## config.mk

```make
export PLATFORM = sky130hd
export DESIGN_NAME = keypad_time_loader_flat
export DESIGN_NICKNAME = d
export VERILOG_FILES = /design/src/rtl/keypad_time_loader_if.sv /design/src/rtl/keypad_time_loader.sv /design/src/flat_wrapper.sv
export SDC_FILE = /design/constraint.sdc
export NUM_CORES = 1
export LEC_CHECK = 0
export BUFFER_PORTS_ARGS = -buffer_cell sky130_fd_sc_hd__buf_2
export CAP_MARGIN = 20
export CORE_MARGIN = 3
export CORE_UTILIZATION = 40
export DETAILED_ROUTE_END_ITERATION = 8
export PLACE_DENSITY_LB_ADDON = 0.12
export SYNTH_ARGS = -nofsm -noshare
export SYNTH_HDL_FRONTEND = slang
export SYNTH_SLANG_ARGS = --single-unit
export TNS_END_PERCENT = 50
```

## constraint.sdc

```tcl
create_clock -name clock -period 2 [get_ports clock]
set_input_delay 0.2 -clock clock [delete_from_list [all_inputs] [get_ports clock]]
set_output_delay 0.2 -clock clock [all_outputs]
set_load 0.005 [all_outputs]
```

## src/rtl/keypad_time_loader_if.sv

```systemverilog
// Bundle of keypad inputs and timer-load/display outputs for keypad_time_loader.
// The master side drives the keys; the slave side is the loader itself.
interface keypad_time_loader_if;
  logic [3:0] key_code;
  logic       key_down;
  logic       start_key;
  logic       clear_key;
  logic [3:0] data;
  logic       loadn;
  logic [3:0] entry_mins;
  logic [3:0] entry_tens;
  logic [3:0] entry_ones;
  logic       loading;
  logic       load_done;

  modport master (
    output key_code, key_down, start_key, clear_key,
    input  data, loadn, entry_mins, entry_tens, entry_ones, loading, load_done
  );

  modport slave (
    input  key_code, key_down, start_key, clear_key,
    output data, loadn, entry_mins, entry_tens, entry_ones, loading, load_done
  );
endinterface

```

## src/rtl/keypad_time_loader.sv

```systemverilog
// Debounced keypad entry of an M:SS time and serial load of its three digits
// into the countdown timer (minutes first, loadn low for exactly three clocks).
module keypad_time_loader #(
  parameter int DEBOUNCE_CYCLES = 4,
  parameter int CNT_W           = 3
) (
  input logic                 clock,
  input logic                 clrn,
  keypad_time_loader_if.slave bus
);

  typedef enum logic [2:0] {
    S_IDLE  = 3'd0,
    S_LOAD0 = 3'd1,
    S_LOAD1 = 3'd2,
    S_LOAD2 = 3'd3,
    S_DONE  = 3'd4
  } state_t;

  localparam logic [CNT_W-1:0] DB_FULL = CNT_W'(DEBOUNCE_CYCLES);
  localparam logic [CNT_W-1:0] CNT_ONE = CNT_W'(1);

  // Bit 0 = digit key, bit 1 = Start, bit 2 = Clear.
  logic [2:0]       w_keys;
  logic [CNT_W-1:0] w_cnt_nxt [3];
  logic [2:0]       w_rise;
  logic [CNT_W-1:0] r_cnt [3];
  logic [2:0]       r_last;
  logic [2:0]       r_level;
  logic [2:0]       r_press;
  logic [3:0]       r_code;

  state_t     r_state;
  logic [3:0] r_data;
  logic       r_loadn;
  logic [3:0] r_mins;
  logic [3:0] r_tens;
  logic [3:0] r_ones;
  logic       r_loading;
  logic       r_load_done;

  assign w_keys = {bus.clear_key, bus.start_key, bus.key_down};

  // Run length of equal samples including this one, and debounced rising edges.
  always_comb begin
    w_rise = 3'b000;
    for (int k = 0; k < 3; k++) begin
      w_cnt_nxt[k] = CNT_ONE;
      if (w_keys[k] != r_last[k]) begin
        w_cnt_nxt[k] = CNT_ONE;
      end else if (r_cnt[k] < DB_FULL) begin
        w_cnt_nxt[k] = r_cnt[k] + CNT_ONE;
      end else begin
        w_cnt_nxt[k] = r_cnt[k];
      end
      w_rise[k] = (w_cnt_nxt[k] == DB_FULL) && w_keys[k] && !r_level[k];
    end
  end

  // Debouncer state; press pulses are registered and consumed one clock later.
  always_ff @(posedge clock or negedge clrn) begin
    if (!clrn) begin
      r_last  <= 3'b000;
      r_level <= 3'b000;
      r_press <= 3'b000;
      r_code  <= 4'd0;
      for (int k = 0; k < 3; k++) begin
        r_cnt[k] <= {CNT_W{1'b0}};
      end
    end else begin
      r_last  <= w_keys;
      r_press <= w_rise;
      for (int k = 0; k < 3; k++) begin
        r_cnt[k] <= w_cnt_nxt[k];
        if (w_cnt_nxt[k] == DB_FULL) begin
          r_level[k] <= w_keys[k];
        end
      end
      if (w_rise[0]) begin
        r_code <= bus.key_code;
      end
    end
  end

  // Entry register and load sequencer; presses outside IDLE are dropped.
  always_ff @(posedge clock or negedge clrn) begin
    if (!clrn) begin
      r_state     <= S_IDLE;
      r_data      <= 4'd0;
      r_loadn     <= 1'b1;
      r_mins      <= 4'd0;
      r_tens      <= 4'd0;
      r_ones      <= 4'd0;
      r_loading   <= 1'b0;
      r_load_done <= 1'b0;
    end else begin
      case (r_state)
        S_IDLE: begin
          r_load_done <= 1'b0;
          if (r_press[2]) begin
            r_mins <= 4'd0;
            r_tens <= 4'd0;
            r_ones <= 4'd0;
          end else if (r_press[1] && ((r_mins | r_tens | r_ones) != 4'd0)) begin
            r_state   <= S_LOAD0;
            r_loadn   <= 1'b0;
            r_data    <= r_mins;
            r_loading <= 1'b1;
            // Seconds-tens above 5 is not a valid time; saturate to x:59.
            if (r_tens > 4'd5) begin
              r_tens <= 4'd5;
              r_ones <= 4'd9;
            end
          end else if (r_press[0] && (r_code <= 4'd9)) begin
            r_mins <= r_tens;
            r_tens <= r_ones;
            r_ones <= r_code;
          end
        end
        S_LOAD0: begin
          r_data  <= r_tens;
          r_state <= S_LOAD1;
        end
        S_LOAD1: begin
          r_data  <= r_ones;
          r_state <= S_LOAD2;
        end
        S_LOAD2: begin
          r_loadn     <= 1'b1;
          r_data      <= 4'd0;
          r_loading   <= 1'b0;
          r_load_done <= 1'b1;
          r_mins      <= 4'd0;
          r_tens      <= 4'd0;
          r_ones      <= 4'd0;
          r_state     <= S_DONE;
        end
        S_DONE: begin
          r_load_done <= 1'b0;
          r_state     <= S_IDLE;
        end
        default: begin
          r_state     <= S_IDLE;
          r_loadn     <= 1'b1;
          r_data      <= 4'd0;
          r_loading   <= 1'b0;
          r_load_done <= 1'b0;
        end
      endcase
    end
  end

  assign bus.data       = r_data;
  assign bus.loadn      = r_loadn;
  assign bus.entry_mins = r_mins;
  assign bus.entry_tens = r_tens;
  assign bus.entry_ones = r_ones;
  assign bus.loading    = r_loading;
  assign bus.load_done  = r_load_done;

endmodule

```

## src/flat_wrapper.sv

```systemverilog
// flat-port wrapper written by rule: the top's interface ports become plain ports
module keypad_time_loader_flat 
#(
  parameter int DEBOUNCE_CYCLES = 4,
  parameter int CNT_W           = 3
)
  (clock, clrn, bus_key_code, bus_key_down, bus_start_key, bus_clear_key, bus_data, bus_loadn, bus_entry_mins, bus_entry_tens, bus_entry_ones, bus_loading, bus_load_done);
  keypad_time_loader_if bus_i ();
  input logic clock;
  input logic clrn;
  input wire logic [$bits(bus_i.key_code)-1:0] bus_key_code;
  input wire logic [$bits(bus_i.key_down)-1:0] bus_key_down;
  input wire logic [$bits(bus_i.start_key)-1:0] bus_start_key;
  input wire logic [$bits(bus_i.clear_key)-1:0] bus_clear_key;
  output wire logic [$bits(bus_i.data)-1:0] bus_data;
  output wire logic [$bits(bus_i.loadn)-1:0] bus_loadn;
  output wire logic [$bits(bus_i.entry_mins)-1:0] bus_entry_mins;
  output wire logic [$bits(bus_i.entry_tens)-1:0] bus_entry_tens;
  output wire logic [$bits(bus_i.entry_ones)-1:0] bus_entry_ones;
  output wire logic [$bits(bus_i.loading)-1:0] bus_loading;
  output wire logic [$bits(bus_i.load_done)-1:0] bus_load_done;
  assign bus_i.key_code = bus_key_code;
  assign bus_i.key_down = bus_key_down;
  assign bus_i.start_key = bus_start_key;
  assign bus_i.clear_key = bus_clear_key;
  assign bus_data = bus_i.data;
  assign bus_loadn = bus_i.loadn;
  assign bus_entry_mins = bus_i.entry_mins;
  assign bus_entry_tens = bus_i.entry_tens;
  assign bus_entry_ones = bus_i.entry_ones;
  assign bus_loading = bus_i.loading;
  assign bus_load_done = bus_i.load_done;
  keypad_time_loader #(.DEBOUNCE_CYCLES(DEBOUNCE_CYCLES), .CNT_W(CNT_W)) u_core (.clock(clock), .clrn(clrn), .bus(bus_i));
endmodule
```

# Word-level counts from Yosys, hierarchy flattened
# Index checks and enable logic that the tools add are counted.
dict set report op_classes {
  n_addsub 3
  order_cmp 5
  eq_ne 16
  mux 33
  bitwise 4
  reduce_logical 21
}
# cell n
set op_table {}
lappend op_table {{$mux W4} 13}
lappend op_table {{$mux W3} 8}
lappend op_table {{$pmux W4 S2} 3}
lappend op_table {{$pmux W4 S4} 1}
lappend op_table {{$eq A3 B3 Y1 const B} 4}
lappend op_table {{$pmux W3 S4} 1}
lappend op_table {{$reduce_and A3 Y1} 4}
lappend op_table {{$add A3 B1 Y3 const B} 3}
lappend op_table {{$lt A3 B3 Y1 const B} 3}
lappend op_table {{$logic_and A1 B1 Y1} 8}
lappend op_table {{$or A4 B4 Y4} 2}
lappend op_table {{$eq A3 B2 Y1 const B} 2}
lappend op_table {{$pmux W1 S2} 3}
lappend op_table {{$gt A4 B3 Y1 const B} 1}
lappend op_table {{$le A4 B4 Y1 const B} 1}
lappend op_table {{$mux W1} 4}
lappend op_table {{$ne A4 B1 Y1 const B} 1}
lappend op_table {{$ne A4 B3 Y1 const B} 1}
lappend op_table {{$reduce_bool A4 Y1} 1}
lappend op_table {{$eq A3 B1 Y1 const B} 1}
lappend op_table {{$logic_not A1 Y1} 3}
lappend op_table {{$logic_not A3 Y1} 1}
lappend op_table {{$ne A1 B1 Y1} 3}
lappend op_table {{$ne A3 B1 Y1 const B} 1}
lappend op_table {{other kinds (8)} 9}
dict set report totals {
  reg_bits 44
  inputBits 9
  output_inout_bits 19
  wordCells 99
}

# Logic depth before layout (Yosys ltp)
# Gate-level depths: netlist of the first run.
dict set report logic_depth {
  word_depth 7
  ltp_mapped 6
  depth_no_buf 6
}

# Least setup slack after synthesis of the first run
# Ideal clock, no wire load.
dict set report synth_path {
  path_type {reg-to-reg}
  startpoint {register u_core.r_tens[1] (netlist: u_core.bus.entry_tens[1])}
  endpoint {register u_core.r_mins[0] (netlist: u_core.bus.entry_mins[0])}
  setup_ps 128
  arrival_ps 1791
  t_required_ps 1872
  slack_ps 81
  path_stages_with_launch 6
  n_path_buf 0
  period_less_slack_ps 1919
  cell_sequence {dfrtp_1 > nor4_1 > a31oi_2 > nor3b_4 > a211oi_4 > mux2_1}
}
dict set report synth_between {
  elab_chain_len 6
}
# item line
set synth_lines {}
lappend synth_lines {{start: declaration} keypad_time_loader.sv:37} ;# logic [3:0] r_tens;
lappend synth_lines {{start signal: assignment} keypad_time_loader.sv:116} ;# r_tens <= r_ones;
lappend synth_lines {{$or A4 B4 Y4 (2 in a row)} keypad_time_loader.sv:104} ;# end else if (r_press[1] && ((r_mins | r_tens | r_ones) != 4'd0)) begin
lappend synth_lines {{$reduce_bool A4 Y1} keypad_time_loader.sv:104}
lappend synth_lines {{$logic_and A1 B1 Y1} keypad_time_loader.sv:104}
lappend synth_lines {{$ne A3 B2 Y1 (no line)} --}
lappend synth_lines {{$reduce_and A3 Y1 (no line)} --}
lappend synth_lines {{end signal: assignment} keypad_time_loader.sv:115} ;# r_mins <= r_tens;
lappend synth_lines {{end: declaration} keypad_time_loader.sv:36} ;# logic [3:0] r_mins;
# No other way between the ends.
# A chain may end at the register's enable or synchronous reset.

# Final worst setup path of the first run
dict set report layout_path {
  startpoint {register u_core.r_state[0]}
  endpoint {register u_core.r_ones[2] (netlist: u_core.bus.entry_ones[2])}
}
dict set report layout_between {
  elab_chain_len 3
  elab_cells_between_ends 7
  cone_classes {eq/ne: 3; mux: 1; reduce/logical: 3}
}
# item line
set layout_lines {}
lappend layout_lines {{start: declaration} keypad_time_loader.sv:33} ;# state_t r_state;
lappend layout_lines {{start signal: assignment} keypad_time_loader.sv:88} ;# r_state <= S_IDLE;
lappend layout_lines {{start signal: assignment} keypad_time_loader.sv:105} ;# r_state <= S_LOAD0;
lappend layout_lines {{start signal: assignment} keypad_time_loader.sv:122} ;# r_state <= S_LOAD1;
lappend layout_lines {{$logic_not A3 Y1 or $eq A3 B2 Y1 (tied branches)} keypad_time_loader.sv:97} ;# case (r_state)
lappend layout_lines {{$ne A4 B3 Y1 (no line) (tied with other cells)} --}
lappend layout_lines {{$reduce_and A3 Y1 (no line)} --}
lappend layout_lines {{end signal: assignment} keypad_time_loader.sv:117} ;# r_ones <= r_code;
lappend layout_lines {{end: declaration} keypad_time_loader.sv:38} ;# logic [3:0] r_ones;
# Several ways; a longest one is shown, not always the timed one.

==> metrics, run 1 <==
status finished, final reports clean; area grow syn2layout 21.7%; drt pass-1 iters 4; clk root buf clkbuf_8; first-pass GRT wire length 7590 um; Filler Cells Inserted 450; GRT overflow 0; upper clock frequency limit 516 MHz; Final Critical Period 1940 ps; DRC 0; Synth Cell Area 0.00207 mm2; Rows 25; worst min path class input pin to flip-flop; final instance area 0.00252 mm2; IO buf count 27; setup_tns 0 ps; Area after DPL 0.00241 mm2; fin nets 240; placed instance count 286; crit end category flip-flop; final non-filler cell total around 300; RePlAce Congestion 0.853; Yosys cell types 34; Ports 28; Clock Latency Late Sink 300 ps; wirelength, routed 4490 um; maximum VDD drop 0.595 mV; syn_nets approximately 190; Avg WL per Cell 15.2 um; startpoint types flip-flop; Initial Utilization 0.425; Clock Path Buffers 2; Layout Skew 14.0 ps; share of cells above drive strength 1 0.320; Reg clk slew, reported paths approximately 90 ps; commonest non-fill, non-tap cell in the layout dfrtp_1; TritonCTS Sinks 44; final setup fails 0; R2R setup slack between 60 and 70 ps; initial antenna violation count 0; worst reg2reg path startpoint u_core.r_state[0]; Max Cap Viol 0; die height 78.0 um; largest net degree at the start of global routing 45; WP data arrival 2150 ps; vias 1514; crit share post-route 0.969; CTS buffer count 5; Setup CP Type flip-flop to flip-flop; CP Max Fanout 8; Hold Crit Start bus_key_down; DRT iter0 DRCs 117; Setup crit start u_core.r_state[0]; total core area 0.00488 mm2; Die X 78.0 um; antenna viol nets, final 0; Worst-Margin Slew 552 ps; RSZ-0062 raised after global routing no; Max-slew headroom 0.632; vias per inst slightly above 5; Seq cells post-synth 44; CTS HTree Levels 2; PD cells ~1500 mW/mm2; full die area a little over 0.006 mm2; most frequent cells in the layout dfrtp_1 (43), buf_2 (27), buf_4 (22), mux2i_1 (15), o21ai_0 (14); total inserted antenna cells 0; DP HPWL 3380 um; max-slew violations 0; Leak Pwr between 1 and 1.5 nW; syn_area_per_cell 11.8 um2; CP required 2210 ps; Cells after Synth between 150 and 200; Seq/Total Area, Yosys 0.531; Ys Warns 0; final-report hold violation count 0; CTS tree yes; Final Core Density 0.517; vias in the first global route 1557; total global-route track usage 0.158
## kinds of logic after synthesis
kind of cell               synth area share
buffers and inverters                0.0380
AOI/OAI and AO/OA                     0.104
DFF                                   0.531
and+or+nand+nor                       0.139
muxes                                 0.132
adders and majority gates            0.0181
xor gates and xnor gates             0.0380
## cell usage after synthesis, drive strengths merged
| master | count | area, um2 |
|---|---|---|
| nor2b | 1 | 6.26 |
| mux2i | 15 | 150 |
| nor4bb | 2 | 20.0 |
| nor2 | 13 | 48.8 |
| buf | 3 | 30.0 |
| nand2 | 8 | 30.0 |
| o21ai | 14 | 70.1 |
| clkbuf | 2 | 7.51 |
| a31oi | 1 | 12.5 |
| nand2b | 1 | 6.26 |
| a21oi | 3 | 18.8 |
| nor4 | 3 | 18.8 |
| xnor2 | 3 | 26.3 |
| or2b | 2 | 15.0 |
| nor3 | 6 | 30.0 |
| a21o | 1 | 7.51 |
| dfrtp | 43 | 1080 |
| xor2 | 6 | 52.6 |
| or3 | 4 | 25.0 |
| a22o | 4 | 35.0 |
| a211o | 1 | 8.76 |
| a211oi | 5 | 62.6 |
| inv | 11 | 41.3 |
| ha | 3 | 37.5 |
| nor3b | 8 | 76.3 |
| dfstp | 1 | 26.3 |
| mux2 | 11 | 124 |
| or4 | 1 | 11.3 |
## layout make-up
| cell class | instances | area [um2] | share of cell area |
|---|---|---|---|
| inverters | 11 | 41.3 | 0.0164 |
| multi-input cells | 116 | 908 | 0.360 |
| flip-flops and latches | 44 | 1100 | 0.437 |
| repair buffers | 50 | 310 | 0.123 |
| clock buffers | 6 | 72.6 | 0.0288 |
| well taps | 67 | 83.8 | 0.0332 |
| clock inverters | 1 | 5.00 | 0.00198 |
## routing by layer
metal  vias to the layer above  routed length (um)  global-route usage
met3                         6                 171              0.0298
met1                       745                2000               0.199
met4                         0                  57              0.0577
met5                         -                   0                   0
met2                        30                2270               0.272
li1                        733                   -                   -
## registers in the layout (all words and copies together), names as in the netlist, 4 cells and up
name	count
u_core.r_code	4
u_core.bus.entry_tens	4
u_core.r_cnt	9
u_core.bus.entry_ones	4
u_core.bus.entry_mins	4
u_core.bus.data	4
## path summary, 6_finish.rpt
path	endpoint	cells after the start
min in group asynchronous	u_core.bus.entry_tens[0]	3
min	u_core.r_last[0]	1
max in group asynchronous	u_core.bus.entry_tens[3]	3
max reg2reg	u_core.bus.entry_ones[2]	5
min reg2reg	u_core.r_press[2]	1
max	u_core.bus.entry_ones[2]	5
## power by group
part           total (mW)  switching, mW  internal (mW)
Clock               0.533          0.295          0.238
Combinational        1.82          0.911          0.909
Sequential           1.45          0.245           1.20
Total                3.80           1.45           2.35
## worst max-delay path: stages, from the launching register on
cell      delay [ps]
dfrtp_1          430
or4_4            560
a211oi_1         340
a211oi_4         100
buf_4            200
mux2i_1          220
## stage by stage
step	power, mW	setup WS, ps	hold slack (ps)
finish	3.80	62.6	55.4
detailed placement	3.28	48.6	317
floorplan	2.61	81.0	-95.6
CTS	3.82	24.7	52.3
global placement	3.20	67.8	305
global route	4.08	5.37	61.3
## repair_timing
item,4_1_cts,5_1_grt
hold endpoints to repair,14,0
hold buffers,1,0
setup buffers,0,1
gates resized for setup,0,3
endpoints found under the setup margin,0,9
Note: power is estimated with default switching activity, not from simulation.
==> run 2: changes to the inputs <==
==> constraint.sdc (replaced) <==
create_clock -name clock -period 2 [get_ports clock]
set_input_delay 0.4 -clock clock [delete_from_list [all_inputs] [get_ports clock]]
set_output_delay 0.4 -clock clock [all_outputs]
set_load 0.005 [all_outputs]
==> run 2 against run 1 <==
  * The run now ends with negative hold slack left
  * Clock skew shrank 6.3 ps
  * Register-to-register slack improved by 40 ps
  * Worst hold slack lost 57 ps
  * Critical path depth stayed put
  * Combinational power about the same
  * Sequential power is essentially flat
  * Via count fell by 0.59%
  * Worst setup slack improved by 37 ps
  * Global-route usage up 0.57 points
  * Sequential share of layout area fell by 0.89 points
==> metrics, run 2 (synthesized netlist as in run 1, its figures left out) <==
Layout Skew 7.70 ps (was 14.0 ps); Critical Path Max Stage Delay 550 ps (was 560 ps); RePlAce Congestion 0.804 (was 0.853); DRC 0 (unchanged); final hold slack -1.75 ps (was 55.4 ps); Setup CP Type flip-flop to flip-flop (unchanged); largest net degree at the start of global routing 18 (was 45); DP HPWL 3630 um (was 3380 um); worst reg2reg path startpoint u_core.r_state[0] (unchanged); first-pass GRT wire length 7820 um (was 7590 um); most frequent cells in the layout dfrtp_1 (43), buf_2 (27), buf_4 (24), mux2i_1 (15), o21ai_0 (14) (was dfrtp_1 (43), buf_2 (27), buf_4 (22), mux2i_1 (15), o21ai_0 (14)); area grow syn2layout 24.2% (was 21.7%); Worst path top cell family by delay simple AND/OR/NAND/NOR gates (unchanged); Clock Path Buffers 2 (unchanged); CTS tree yes (unchanged); drt pass-1 iters 4 (unchanged); Max-slew headroom 0.732 (was 0.632); maximum VDD drop 0.537 mV (was 0.595 mV); final-report hold violation count 1 (was 0); crit end category flip-flop (unchanged); Area after DPL 0.00243 mm2 (was 0.00241 mm2); PD cells 1550 mW/mm2 (was 1510 mW/mm2); Levels on crit path 5 (unchanged); fin nets 241 (was 240); CTS buffer count 5 (unchanged); final instance area 0.00258 mm2 (was 0.00252 mm2); clk root buf clkbuf_8 (unchanged); initial antenna violation count 0 (unchanged); total global-route track usage 0.164 (was 0.158); TritonCTS Sinks 44 (unchanged); GRT overflow 0 (unchanged); Filler Cells Inserted 467 (was 450); Max Cap Viol 0 (unchanged); final setup fails 0 (unchanged); met2 Resource Use GR 0.295 (was 0.272); worst path cell trace or4_4, a211oi_1, a211oi_4, buf_4, mux2i_1 (unchanged); CTS HTree Levels 2 (unchanged); Final Critical Period 1900 ps (was 1940 ps); vias 1505 (was 1514); Leak Pwr 1.23 nW (was 1.20 nW); WP data arrival 2120 ps (was 2150 ps); Initial Utilization 0.425 (unchanged); RSZ-0062 raised after global routing no (unchanged); IO buf count 27 (unchanged); CP Max Fanout 8 (unchanged); crit share post-route 0.950 (was 0.969); DRT iter0 DRCs 46 (was 117); total inserted antenna cells 0 (unchanged); full die area 0.00609 mm2 (unchanged); GRT busiest layer met2 (unchanged); Tot Pwr 4.00 mW (was 3.80 mW); largest reg by FF count u_core.r_cnt (unchanged); max-slew violations 0 (unchanged); wirelength, routed 4560 um (was 4490 um); vias in the first global route 1645 (was 1557); status finished, violations left (was finished, final reports clean); startpoint types flip-flop (unchanged); GRT met3 Usage 0.0344 (was 0.0298); end point of the critical path u_core.bus.entry_ones[2] (unchanged); Worst-Margin Slew 401 ps (was 552 ps); RR Endpoint u_core.bus.entry_ones[2] (unchanged); total core area 0.00488 mm2 (unchanged); failing checks negative hold slack; die height 78.0 um (unchanged); Clock Latency Late Sink 300 ps (about the same); R2R setup slack 100 ps (was 60 ps); CP required 2220 ps (was 2210 ps); CP bufs+invs 1 (unchanged); share of cells above drive strength 1 0.335 (was 0.320); worst reg2reg path depth 5 (unchanged); max reg flops 9 (unchanged); Ports 28 (unchanged); Die X 78.0 um (unchanged); upper clock frequency limit 526 MHz (was 516 MHz); Rows 25 (unchanged); Avg WL per Cell 15.4 um (was 15.2 um); worst min path class input pin to asynchronous set/reset pin (was input pin to flip-flop); Setup crit start u_core.r_state[0] (unchanged); Critical-path top delay cell or4_4 (unchanged); commonest non-fill, non-tap cell in the layout dfrtp_1 (unchanged); antenna viol nets, final 0 (unchanged); vias per inst 5.07 (was 5.13); Reg clk slew, reported paths 80 ps (was 90 ps); met1 Usage GRT 0.191 (was 0.199)
-- run 2: cell type report --
type	count	area, um2	share of cell area
Clock buffer	6	82.6	0.0321
Clock inverter	2	38.8	0.0151
Inverter	11	41.3	0.0160
Multi-Input combinational cell	116	912	0.354
Sequential cell	44	1100	0.428
Tap cell	67	83.8	0.0325
Timing Repair Buffer	51	315	0.122
-- run 2: worst min-delay path by stage --
stage / from / to / cells after the start
2_1_floorplan: clrn / u_core.bus.data[0] / 0
3_3_place_gp: clrn / u_core.r_press[1] / 1
4_1_cts: clrn / u_core.r_level[1] / 1
6_report: clrn / u_core.r_press[1] / 1
3_5_place_dp: clrn / u_core.r_press[1] / 1
5_1_grt: clrn / u_core.r_level[2] / 1
-- run 2: what timing repair did --
| item | CTS | global route |
|---|---|---|
| pin swaps | 0 | 2 |
| hold buffers | 0 | 0 |
| endpoints found under the setup margin | 5 | 8 |
| setup buffers | 0 | 1 |
| resized for setup | 1 | 2 |
-- run 2: layer usage --
metal  vias to the layer above  part of all wire
li1                        726                 -
met1                       738              0.42
met2                        32              0.52
met3                         9             0.041
met4                         0             0.020
met5                         -                 0
-- run 2: power by group --
group | total, mW | switching [mW] | leakage [nW] | internal (mW)
clock network | 0.712 | 0.304 | 0.0614 | 0.408
logic | 1.82 | 0.902 | 0.606 | 0.921
registers | 1.46 | 0.260 | 0.559 | 1.20
total | 4.00 | 1.47 | 1.23 | 2.53
-- run 2: per-stage QoR --
step	instances	setup slack, ps	utilization	setup TNS (ps)	hold WS, ps
floorplan	176	81.0	-	0	104
global placement	288	57.1	0.498	0	331
detailed placement	288	11.7	0.498	0	340
CTS	296	-1.71	0.524	-1.71	10.6
global route	297	11.4	0.528	0	22.0
finish	297	100	0.528	0	-1.75
